`config.mk`:
```
export PLATFORM = sky130hd
export DESIGN_NAME = tone_sequencer_flat
export DESIGN_NICKNAME = d
export VERILOG_FILES = /design/src/rtl/tone_sequencer_if.sv /design/src/rtl/tone_sequencer.sv /design/src/flat_wrapper.sv
export SDC_FILE = /design/constraint.sdc
export NUM_CORES = 1
export LEC_CHECK = 0
export ABC_AREA = 1
export BUFFER_PORTS_ARGS = -buffer_cell sky130_fd_sc_hd__buf_4
export CAP_MARGIN = 20
export CORE_MARGIN = 2
export CORE_UTILIZATION = 30
export CTS_CLUSTER_SIZE = 12
export DETAILED_ROUTE_END_ITERATION = 8
export SYNTH_ARGS = -nofsm -noshare
export SYNTH_HDL_FRONTEND = slang
export SYNTH_SLANG_ARGS = --single-unit
```
`constraint.sdc`:
```
create_clock -name clk_i -period 1.8 [get_ports clk_i]
set_input_delay 0.09 -clock clk_i [delete_from_list [all_inputs] [get_ports clk_i]]
set_output_delay 0.09 -clock clk_i [all_outputs]
set_load 0.01 [all_outputs]
```
`src/rtl/tone_sequencer_if.sv`:
```
// Transport, score-memory and playback signals of tone_sequencer.
// master = the sequencer itself, slave = the surrounding system.
interface tone_sequencer_if #(
  parameter int AW = 6
);
  logic          tick_i;
  logic          play_i;
  logic          stop_i;
  logic          pause_i;
  logic          loop_i;
  logic [AW-1:0] score_addr_o;
  logic [11:0]   score_data_i;
  logic [5:0]    note_idx_o;
  logic          gate_o;
  logic          busy_o;
  logic          done_o;

  modport master (
    input  tick_i, play_i, stop_i, pause_i, loop_i, score_data_i,
    output score_addr_o, note_idx_o, gate_o, busy_o, done_o
  );

  modport slave (
    output tick_i, play_i, stop_i, pause_i, loop_i, score_data_i,
    input  score_addr_o, note_idx_o, gate_o, busy_o, done_o
  );
endinterface

```
`src/rtl/tone_sequencer.sv`:
```
// Score-walking playback controller with play/stop/pause/loop transport.
// Define TONE_SEQUENCER_GAP_EN to insert a one-tick silent GAP after each non-rest event.
module tone_sequencer #(
  parameter int AW        = 6,
  parameter int SCORE_LEN = 64
) (
  input  logic             clk_i,
  input  logic             rst_i,
  tone_sequencer_if.master bus
);

  typedef enum logic [2:0] {
    IDLE,
    FETCH,
    LOAD,
    PLAY,
`ifdef TONE_SEQUENCER_GAP_EN
    GAP,
`endif
    DONE
  } state_t;

  state_t        state_q, state_d;
  logic [AW-1:0] addr_q, addr_d;
  logic [5:0]    note_q, note_d;
  logic          gate_q, gate_d;
  logic          rest_q, rest_d;
  logic [3:0]    cnt_q, cnt_d;
  logic          busy_q, done_q;
  logic          advance;
  logic          last_addr;

  assign last_addr = (addr_q == AW'(SCORE_LEN - 1));

  always_comb begin
    state_d = state_q;
    addr_d  = addr_q;
    note_d  = note_q;
    gate_d  = gate_q;
    rest_d  = rest_q;
    cnt_d   = cnt_q;
    advance = 1'b0;

    if (bus.stop_i) begin
      state_d = IDLE;
      addr_d  = '0;
      gate_d  = 1'b0;
      cnt_d   = '0;
    end else begin
      case (state_q)
        IDLE: begin
          if (bus.play_i) begin
            addr_d  = '0;
            state_d = FETCH;
          end
        end
        FETCH: state_d = LOAD;
        LOAD: begin
          if (bus.score_data_i[11]) begin
            // an end marker at address 0 must finish, or looping would spin forever
            if (bus.loop_i && addr_q != '0) begin
              addr_d  = '0;
              state_d = FETCH;
            end else begin
              gate_d  = 1'b0;
              state_d = DONE;
            end
          end else begin
            note_d  = bus.score_data_i[5:0];
            rest_d  = bus.score_data_i[10];
            gate_d  = ~bus.score_data_i[10];
            cnt_d   = bus.score_data_i[9:6];
            state_d = PLAY;
          end
        end
        PLAY: begin
          if (bus.pause_i) begin
            gate_d = 1'b0;
          end else begin
            gate_d = ~rest_q;
            if (bus.tick_i) begin
              if (cnt_q != '0) begin
                cnt_d = cnt_q - 4'd1;
              end else begin
`ifdef TONE_SEQUENCER_GAP_EN
                if (!rest_q) begin
                  gate_d  = 1'b0;
                  state_d = GAP;
                end else begin
                  advance = 1'b1;
                end
`else
                advance = 1'b1;
`endif
              end
            end
          end
        end
`ifdef TONE_SEQUENCER_GAP_EN
        GAP: begin
          if (!bus.pause_i && bus.tick_i) advance = 1'b1;
        end
`endif
        DONE: begin
          gate_d  = 1'b0;
          state_d = IDLE;
        end
        default: state_d = IDLE;
      endcase

      if (advance) begin
        if (last_addr && !bus.loop_i) begin
          gate_d  = 1'b0;
          state_d = DONE;
        end else begin
          addr_d  = last_addr ? '0 : addr_q + AW'(1);
          state_d = FETCH;
        end
      end
    end
  end

  always_ff @(posedge clk_i or posedge rst_i) begin
    if (rst_i) begin
      state_q <= IDLE;
      addr_q  <= '0;
      note_q  <= '0;
      gate_q  <= 1'b0;
      rest_q  <= 1'b0;
      cnt_q   <= '0;
      busy_q  <= 1'b0;
      done_q  <= 1'b0;
    end else begin
      state_q <= state_d;
      addr_q  <= addr_d;
      note_q  <= note_d;
      gate_q  <= gate_d;
      rest_q  <= rest_d;
      cnt_q   <= cnt_d;
      busy_q  <= (state_d != IDLE);
      done_q  <= (state_d == DONE);
    end
  end

  assign bus.score_addr_o = addr_q;
  assign bus.note_idx_o   = note_q;
  assign bus.gate_o       = gate_q;
  assign bus.busy_o       = busy_q;
  assign bus.done_o       = done_q;

endmodule
```
`src/flat_wrapper.sv`:
```
// flat-port wrapper written by rule: the top's interface ports become plain ports
module tone_sequencer_flat 
#(
  parameter int AW        = 6,
  parameter int SCORE_LEN = 64
)
  (clk_i, rst_i, bus_tick_i, bus_play_i, bus_stop_i, bus_pause_i, bus_loop_i, bus_score_data_i, bus_score_addr_o, bus_note_idx_o, bus_gate_o, bus_busy_o, bus_done_o);
  tone_sequencer_if #(.AW(AW)) bus_i ();
  input  logic clk_i;
  input  logic rst_i;
  input wire logic [$bits(bus_i.tick_i)-1:0] bus_tick_i;
  input wire logic [$bits(bus_i.play_i)-1:0] bus_play_i;
  input wire logic [$bits(bus_i.stop_i)-1:0] bus_stop_i;
  input wire logic [$bits(bus_i.pause_i)-1:0] bus_pause_i;
  input wire logic [$bits(bus_i.loop_i)-1:0] bus_loop_i;
  input wire logic [$bits(bus_i.score_data_i)-1:0] bus_score_data_i;
  output wire logic [$bits(bus_i.score_addr_o)-1:0] bus_score_addr_o;
  output wire logic [$bits(bus_i.note_idx_o)-1:0] bus_note_idx_o;
  output wire logic [$bits(bus_i.gate_o)-1:0] bus_gate_o;
  output wire logic [$bits(bus_i.busy_o)-1:0] bus_busy_o;
  output wire logic [$bits(bus_i.done_o)-1:0] bus_done_o;
  assign bus_i.tick_i = bus_tick_i;
  assign bus_i.play_i = bus_play_i;
  assign bus_i.stop_i = bus_stop_i;
  assign bus_i.pause_i = bus_pause_i;
  assign bus_i.loop_i = bus_loop_i;
  assign bus_i.score_data_i = bus_score_data_i;
  assign bus_score_addr_o = bus_i.score_addr_o;
  assign bus_note_idx_o = bus_i.note_idx_o;
  assign bus_gate_o = bus_i.gate_o;
  assign bus_busy_o = bus_i.busy_o;
  assign bus_done_o = bus_i.done_o;
  tone_sequencer #(.AW(AW), .SCORE_LEN(SCORE_LEN)) u_core (.clk_i(clk_i), .rst_i(rst_i), .bus(bus_i));
endmodule
```
Word level (Yosys, flattened, before mapping)
Index checks and enable logic that the tools add are counted.
- add/sub/neg operators: 2
- eq/ne operators: 10
- mux-type cells: 33
- bitwise operators: 4
- reduce and logical (&&, ||, !) cells: 10
- operators with widths (operator ; count):
    6-bit two-way mux ; 7
    4-bit two-way mux ; 5
    3-bit two-way mux ; 6
    3-bit case mux with 4 select lines ; 1
    6-bit case mux with 2 select lines ; 1
    1-bit two-way mux ; 11
    3-bit != test, second input constant ; 3
    4-bit case mux with 2 select lines ; 1
    6-bit by 1-bit adder with 6-bit output, second input constant ; 1
    3-bit by 2-bit equality test with 1-bit output, second input constant ; 2
    3-bit equality test, second input constant ; 2
    6-bit equality test, second input constant ; 1
    3-bit nonzero test ; 2
    6-bit nonzero test ; 1
    5-bit AND reduction ; 1
    1-bit NOT ; 4
    4-bit nonzero test ; 1
    4-bit by 1-bit subtractor with 4-bit output, second input constant ; 1
    3-bit by 1-bit equality test with 1-bit output, second input constant ; 1
    3-bit zero test ; 1
    3-bit by 2-bit != test with 1-bit output, second input constant ; 1
    1-bit case mux with 3 select lines ; 1
    3-bit AND reduction ; 1
    1-bit logical AND ; 2
    1-bit zero test ; 1
- register bits after elaboration: 23
- bits of input ports: 19
- output and inout port bits: 15
- word-level logic and storage cells: 67

Depth between registers and ports, before layout
Gate-level depths: netlist of the first run.
- depth in word-level cells: 9
- depth in mapped cells: 9
- mapped depth without buffers: 9

Worst setup path after synthesis of the first run
No wires, ideal clock.
- kind: flip-flop to flip-flop
- start: register u_core.cnt_q[0]
- end: register u_core.busy_q, in the netlist u_core.bus.busy_o
- library setup time: 0.126 ns
- arrival time: 1.269 ns
- required time: 1.674 ns
- slack: 0.405 ns
- cell stages (with the launch flop): 10
- buffers on the path: 0
- period minus slack after synthesis: 1.395 ns
- cells stage by stage: dfrtp_1 inv_1 ha_1 inv_1 nor2_1 nand4_4 nor2_1 nor2_1 nand2_1 nand3_1
- longest elaborated chain between the ends: 9
- RTL lines (element ; RTL line ; RTL):
    start: declaration ; tone_sequencer.sv:28 ; logic [3:0] cnt_q, cnt_d;
    start signal: assignment ; tone_sequencer.sv:139 ; cnt_q <= cnt_d;
    4-bit nonzero test ; tone_sequencer.sv:82 ; if (cnt_q != '0) begin
    1-bit two-way mux ; tone_sequencer.sv:82 ;
    1-bit two-way mux ; tone_sequencer.sv:81 ; if (bus.tick_i) begin
    1-bit two-way mux ; tone_sequencer.sv:77 ; if (bus.pause_i) begin
    1-bit two-way mux ; tone_sequencer.sv:50 ; case (state_q)
    1-bit two-way mux ; tone_sequencer.sv:44 ; if (bus.stop_i) begin
    3-bit two-way mux ; tone_sequencer.sv:111 ; if (advance) begin
    3-bit two-way mux ; tone_sequencer.sv:44 ;
    3-bit nonzero test ; tone_sequencer.sv:140 ; busy_q <= (state_d != IDLE);
    end signal: assignment ; tone_sequencer.sv:140 ;
    end: declaration ; tone_sequencer.sv:29 ; logic busy_q, done_q;
No other way between the ends. The select of a mux whose other input is x is not followed.
A chain may end at the register's enable or synchronous reset.

Worst setup path after layout of the first run
- start: register u_core.addr_q[0], in the netlist u_core.bus.score_addr_o[0]
- end: register u_core.busy_q, in the netlist u_core.bus.busy_o
- longest elaborated chain between the ends: 8
- elaborated cells between the ends (all ways): 11
- classes of those cells: eq/ne: 1; mux: 6; reduce/logical: 4
- RTL lines (element ; RTL line ; RTL):
    start: declaration ; tone_sequencer.sv:24 ; logic [AW-1:0] addr_q, addr_d;
    start signal: assignment ; tone_sequencer.sv:135 ; addr_q <= addr_d;
    6-bit nonzero test ; tone_sequencer.sv:61 ; if (bus.loop_i && addr_q != '0) begin
    1-bit logical AND ; tone_sequencer.sv:61 ;
    3-bit two-way mux ; tone_sequencer.sv:61 ;
    3-bit two-way mux ; tone_sequencer.sv:59 ; if (bus.score_data_i[11]) begin
    3-bit case mux with 4 select lines ; tone_sequencer.sv:50 ;
    3-bit two-way mux (*) ; tone_sequencer.sv:111 ;
    3-bit two-way mux (*) ; tone_sequencer.sv:44 ;
    3-bit nonzero test (*) ; tone_sequencer.sv:140 ;
Every way passes the cells marked *; elsewhere a longest branch is shown, timed or not.

==> out/qor.txt, run 1 <==
WHS = 0.0422 ns
VDD IR max = 0.425 mV
Comb power frac = 24.6%
Vias after detailed routing = 1260
Share of layout cells above drive strength 1 = 25.7%
Post-synth EDFFs = 0
Actual slew at the worst max-slew pin = 0.290 ns
Syn Inst Count = 183
Layout net count = 245
GR Util All Layers = 12.8%
Critical path class = reg -> reg
Initial antenna violation count = 0
CTS tree = yes
Initial core utilization = 31.7%
Sum of negative setup slack = 0 ns
Reg area = 576 µm²
Fill cell count = 471
First-pass GRT wire length = 5380 µm
Slew Limit Headroom = 80.7%
FP Rows = 24
Critical Path RT = 1.95 ns
Max Clock Freq = 653 MHz
CTS buffer count = 3
Register area share after synthesis = 41.1%
I/O Buffers = 33
Slew Limit Fails = 0
Core Box Area = 4410 µm²
DRT Pass-1 Iters = 4
Area Growth Syn to Fin = 27.0%
Dominant cells by area after synthesis = dfrtp_1, nand2_1, inv_1
Critical-path cell list = ha_1 > nand2_1 > nor2_1 > nand3_1 > nand3_2 > nand3_1 > nand3_1
Detailed Place HPWL = 2430 µm
Slowest-stage cell, CP = dfrtp_1
Flop pwr share = 49.8%
RSZ-0062 raised after global routing = no
Mapped cell area = 1400 µm²
Ys async rst share = 100%
Seq cells post-synth = 23
Avg WL per Cell = 11.1 µm
Synth warn = 0
Max-cap violations = 0
CP arrival = 1.69 ns
Vias in the first global route = 1211
Die area = 5230 µm²
Antenna Violating Nets Remaining = 0
Crit-path max cell delay = 0.47 ns
Clock power share = 25.7%
Synth top area share = 41.1%
DRC viols = 0
Pint = 0.000907 W
Synth area leader = dfrtp_1
Leakage = 0.949 nW
Root buffer cell = clkbuf_8
Largest net degree at the start of global routing = 24
Crit end category = flop
I/O Pins = 34
Chip Width = 72.3 µm
Grt total ovfl = 0
Top-count cell post-synth = nand2_1
Vias/cell = 4.60
CP max FO = 8
Placed instance count = 269
Cell Area, Placed = 1720 µm²
Sw Share = 27.7%
CTS sink cnt = 23
Post-synth cell types = 24
Synth top cells by count = nand2_1, inv_1, nor2_1
Design Power = 0.00126 W
Post-CTS Resized = 0
Aggregate routed wire length = 3040 µm
Number of setup violations in the final report = 0
Ys flop type = dfrtp_1
Pwr/cell area = 705 nW/µm²
Clk slew on worst S/H paths = 0.08 ns
Status = completed
Filler-free cell count of the finished design = 274
Initial drt markers = 68
ANT cells = 0
Mean post-synth cell area = 7.66 µm²
Design area = 1780 µm²
CTS Buffer Depth = 2
Final hold vios = 0
HP Class = in -> reg
Post-synth net total = 205
H-tree Lvls = 1
CTS Hold Bufs = 1
Multi-input gate area = 706 µm²
Die Span Y = 72.3 µm
Tmin final = 1.53 ns
Worst Skew = 0.00368 ns
Most frequent cell on the critical path = nand3_1
Nature of the critical path startpoint = flop
Number of setup buffers added after CTS = 0
Net switching power = 0.000348 W
Final Cycle Share = 85.1%
Worst skew pair latency = 0.27 ns
RePlAce Congestion = 0.812
[registers in the layout, summed over array words and instances (netlist names)]
name                     flops
u_core.bus.note_idx_o        6
u_core.bus.score_addr_o      6
u_core.cnt_q                 4
u_core.state_q               3
u_core.bus.busy_o            1
u_core.bus.done_o            1
u_core.bus.gate_o            1
u_core.rest_q                1
[power groups by stage]
| stage | clock, W | combinational (W) | sequential [W] |
|---|---|---|---|
| 2_1_floorplan | 0 | 0.000138 | 0.000657 |
| 3_3_place_gp | 0 | 0.000309 | 0.000636 |
| 3_5_place_dp | 0 | 0.000311 | 0.000636 |
| 4_1_cts | 0.000339 | 0.000313 | 0.000626 |
| 5_1_grt | 0.000355 | 0.000338 | 0.000633 |
| 6_report | 0.000322 | 0.000308 | 0.000625 |
[path summary, 6_finish.rpt]
check                                        endpoint  depth (start not counted)  slack (ns)                  startpoint
hold reg to reg              u_core.bus.note_idx_o[0]                          1        0.51    u_core.bus.note_idx_o[0]
min in group asynchronous           u_core.state_q[0]                          4        0.41                       rst_i
hold / removal             u_core.bus.score_addr_o[5]                          2        0.04                  bus_stop_i
setup reg to reg                    u_core.bus.busy_o                          7        0.27  u_core.bus.score_addr_o[0]
max in group asynchronous             u_core.cnt_q[3]                          4        1.16                       rst_i
setup / recovery                    u_core.bus.busy_o                          7        0.27  u_core.bus.score_addr_o[0]
[cell usage in the layout, fill, tap and decap left out, types with 2 or more instances in the layout]
cell type | Yosys | final
ha_1 | 3 | 3
o21ai_0 | 8 | 8
inv_1 | 27 | 27
nand2_2 | 3 | 3
nand4_1 | 3 | 3
o21ai_1 | 4 | 4
nor2_4 | 2 | 2
clkbuf_8 | 0 | 3
nand2_1 | 42 | 42
a21oi_1 | 8 | 8
nor3_1 | 2 | 2
dfrtp_1 | 23 | 23
mux2_2 | 7 | 7
nor2_1 | 24 | 24
nand3_2 | 3 | 3
nand3_1 | 15 | 15
buf_4 | 0 | 35
[kinds of logic after synthesis]
family / Yosys count / share of synthesized area (%)
xor+xnor: 2 / 1.25
simple gates: 97 / 33.7
mux: 7 / 5.63
buf+inv: 31 / 8.57
fa+ha+maj: 3 / 2.68
compound gates: 20 / 7.14
flops: 23 / 41.1
[worst max-delay path: cells and delay by family (launching register included)]
| kind | cells | cell delay (ns) |
|---|---|---|
| fa+ha+maj | 1 | 0.26 |
| flops | 1 | 0.47 |
| simple gates | 6 | 0.70 |
[final cells by class]
cell class / instances / area share (%)
multi-input combinational: 129 / 39.7
sequential: 23 / 32.3
clock buffer: 4 / 2.53
tap: 52 / 3.66
inverter: 30 / 6.47
timing repair buffer: 36 / 15.3
[metrics by stage]
step	worst slack [ns]	util, %
5_1_grt	0.0772	40.3
3_5_place_dp	0.260	39.1
4_1_cts	0.254	40.3
3_3_place_gp	0.261	39.1
2_1_floorplan	0.405	-
6_report	0.268	40.3
[per-layer routing]
metal | global-route usage [%] | vias up | wire length (µm)
li1 | - | 660 | -
met1 | 17.9 | 568 | 1560
met2 | 20.3 | 27 | 1310
met3 | 2.36 | 5 | 130
met4 | 3.77 | 0 | 44
met5 | 0 | - | 0
No activity file was read; power rests on OpenSTA's default activity.
==> run 2: changes to the inputs <==
CORE_UTILIZATION = 35   (was 30)
==> run 2 against run 1 <==
Net effect:
- final cell count decreased by 1.5%
- critical path depth stayed put
- clock power increased by 2%
- critical path type unchanged
- largest cell class unchanged
==> out/qor.txt, run 2 (synthesis results as in run 1) <==
Detailed Place HPWL = 2440 µm (+0.22%)
Final hold vios = 0 (unchanged)
Critical Path RT = 1.95 ns (about the same)
Number of setup buffers added after CTS = 0 (unchanged)
CTS tree = yes
Vias in the first global route = 1254 (+3.6%)
Grt total ovfl = 0 (unchanged)
R2R Setup Slk = 0.23 ns (-0.04 ns)
Area Growth Syn to Fin = 26.9% (about the same)
Layout net count = 245 (unchanged)
Nature of the critical path startpoint = flop
I/O Buffers = 33 (unchanged)
Leakage = 0.948 nW (-0.11%)
CP arrival = 1.72 ns (+0.03 ns)
Initial antenna violation count = 0 (unchanged)
Avg WL per Cell = 11.4 µm (+2.6%)
Clk slew on worst S/H paths = 0.08 ns (about the same)
Initial drt markers = 67 (-1.5%)
Reg area = 576 µm² (unchanged)
CTS Buffer Depth = 2 (unchanged)
Max-cap violations = 0 (unchanged)
CP max FO = 8 (unchanged)
Worst R2R End = u_core.bus.busy_o
Sum of negative setup slack = 0 ns (unchanged)
CTS buffer count = 3 (unchanged)
WHS = 0.0489 ns (+0.00669 ns)
Slew Limit Headroom = 80.1% (-0.58 points)
Chip Width = 67.3 µm (-7.0%)
Multi-input gate area = 706 µm² (unchanged)
Aggregate routed wire length = 3080 µm (+1.2%)
Vias after detailed routing = 1241 (-1.5%)
Antenna Violating Nets Remaining = 0 (unchanged)
Crit end category = flop
I/O Pins = 34 (unchanged)
Fill cell count = 391 (-17%)
First-pass GRT wire length = 5310 µm (-1.2%)
Max Clock Freq = 637 MHz (-2.5%)
R2r worst-path depth = 7 (unchanged)
Hold endpoint = u_core.bus.score_addr_o[4]
CTS sink cnt = 23 (unchanged)
Critical path class = reg -> reg
Tmin final = 1.57 ns (+0.0386 ns)
Die area = 4530 µm² (-14%)
DRT Pass-1 Iters = 4 (unchanged)
HP Class = in -> reg
Commonest non-fill, non-tap cell in the layout = nand2_1
Hold path depth = 2 (unchanged)
Die Span Y = 67.3 µm (-7.0%)
Reg-to-reg startpoint = u_core.bus.score_addr_o[0]
Worst Skew = 0.00251 ns (-0.00117 ns)
GR Util All Layers = 15.5% (+2.7 points)
Final Cycle Share = 87.3% (+2.1 points)
Vias/cell = 4.60 (about the same)
Most frequent cells in the layout = nand2_1, buf_4, inv_1
Share of layout cells above drive strength 1 = 26.1% (+0.45 points)
VDD IR max = 0.389 mV (-8.6%)
Hold path start = bus_stop_i
Slew Limit Fails = 0 (unchanged)
Number of setup violations in the final report = 0 (unchanged)
Status = completed
RSZ-0062 raised after global routing = no
FP Rows = 22 (-8.3%)
CP startpoint = u_core.bus.score_addr_o[0]
Initial core utilization = 37.4% (+5.7 points)
Actual slew at the worst max-slew pin = 0.298 ns (+0.00870 ns)
Largest net degree at the start of global routing = 24 (unchanged)
Root buffer cell = clkbuf_8
Worst skew pair latency = 0.27 ns (about the same)
RePlAce Congestion = 0.827 (+1.8%)
Core Box Area = 3740 µm² (-15%)
ANT cells = 0 (unchanged)
DRC viols = 0 (unchanged)
Pwr/cell area = 711 nW/µm² (+0.76%)
H-tree Lvls = 1 (unchanged)
-- run 2: changes by cell type in the layout (fill, tap and decap cells not counted), sizes merged --
cell      delta
clkbuf       -1
clkinvlp     +1
-- run 2: cell type report --
| class | count | area share (%) |
|---|---|---|
| multi-input cells | 129 | 39.7 |
| flip-flops and latches | 23 | 32.4 |
| repair buffers | 36 | 15.3 |
| inverters | 30 | 6.47 |
| well taps | 48 | 3.38 |
| clock buffers | 3 | 2.32 |
| clock inverters | 1 | 0.422 |
-- run 2: worst max-delay path by stage --
stage | end | slack [ns] | cells past startpoint
floorplan | u_core.bus.busy_o | 0.41 | 9
global placement | u_core.bus.busy_o | 0.24 | 7
detailed placement | u_core.bus.busy_o | 0.24 | 7
CTS | u_core.bus.busy_o | 0.23 | 7
global route | u_core.bus.busy_o | 0.09 | 9
finish | u_core.bus.busy_o | 0.23 | 7
-- run 2: repair_timing --
| action | in CTS | in global routing |
|---|---|---|
| hold endpoints to repair | 23 | 0 |
| gates resized for setup | 0 | 0 |
| hold buffers | 1 | 0 |
-- run 2: power breakdown --
part / total (W) / switching (W) / internal, W
clock: 0.000329 / 0.000173 / 0.000157
combinational: 0.000308 / 0.000145 / 0.000164
sequential: 0.000626 / 0.0000407 / 0.000585
-- run 2: routing by layer --
metal / global-route usage (%) / part of all wire, % / vias to the layer above / routed length (µm)
met1: 20.3 / 50 / 541 / 1540
met2: 26.0 / 43 / 37 / 1320
met3: 3.83 / 6.4 / 4 / 196
met5: 0 / 0 / - / 0
met4: 3.06 / 0.78 / 0 / 24
li1: - / - / 659 / -
-- run 2: through the flow --
step	utilization, %	cells	area, µm²	total power [W]	worst slack (ns)
4_1_cts	47.5	270	1780	0.00129	0.230
3_3_place_gp	45.9	265	1720	0.000947	0.243
5_1_grt	47.5	270	1780	0.00135	0.0914
6_report	47.5	270	1780	0.00126	0.229
3_5_place_dp	45.9	265	1720	0.000947	0.240
2_1_floorplan	-	183	1400	0.000796	0.405
-- run 2: worst max-delay path, stage by stage (launching register included) --
cell,delay [ns]
dfrtp_1,0.46
ha_1,0.26
nand2_1,0.09
nor2_1,0.04
nand3_1,0.12
nand3_2,0.19
nand3_1,0.20
nand3_1,0.09
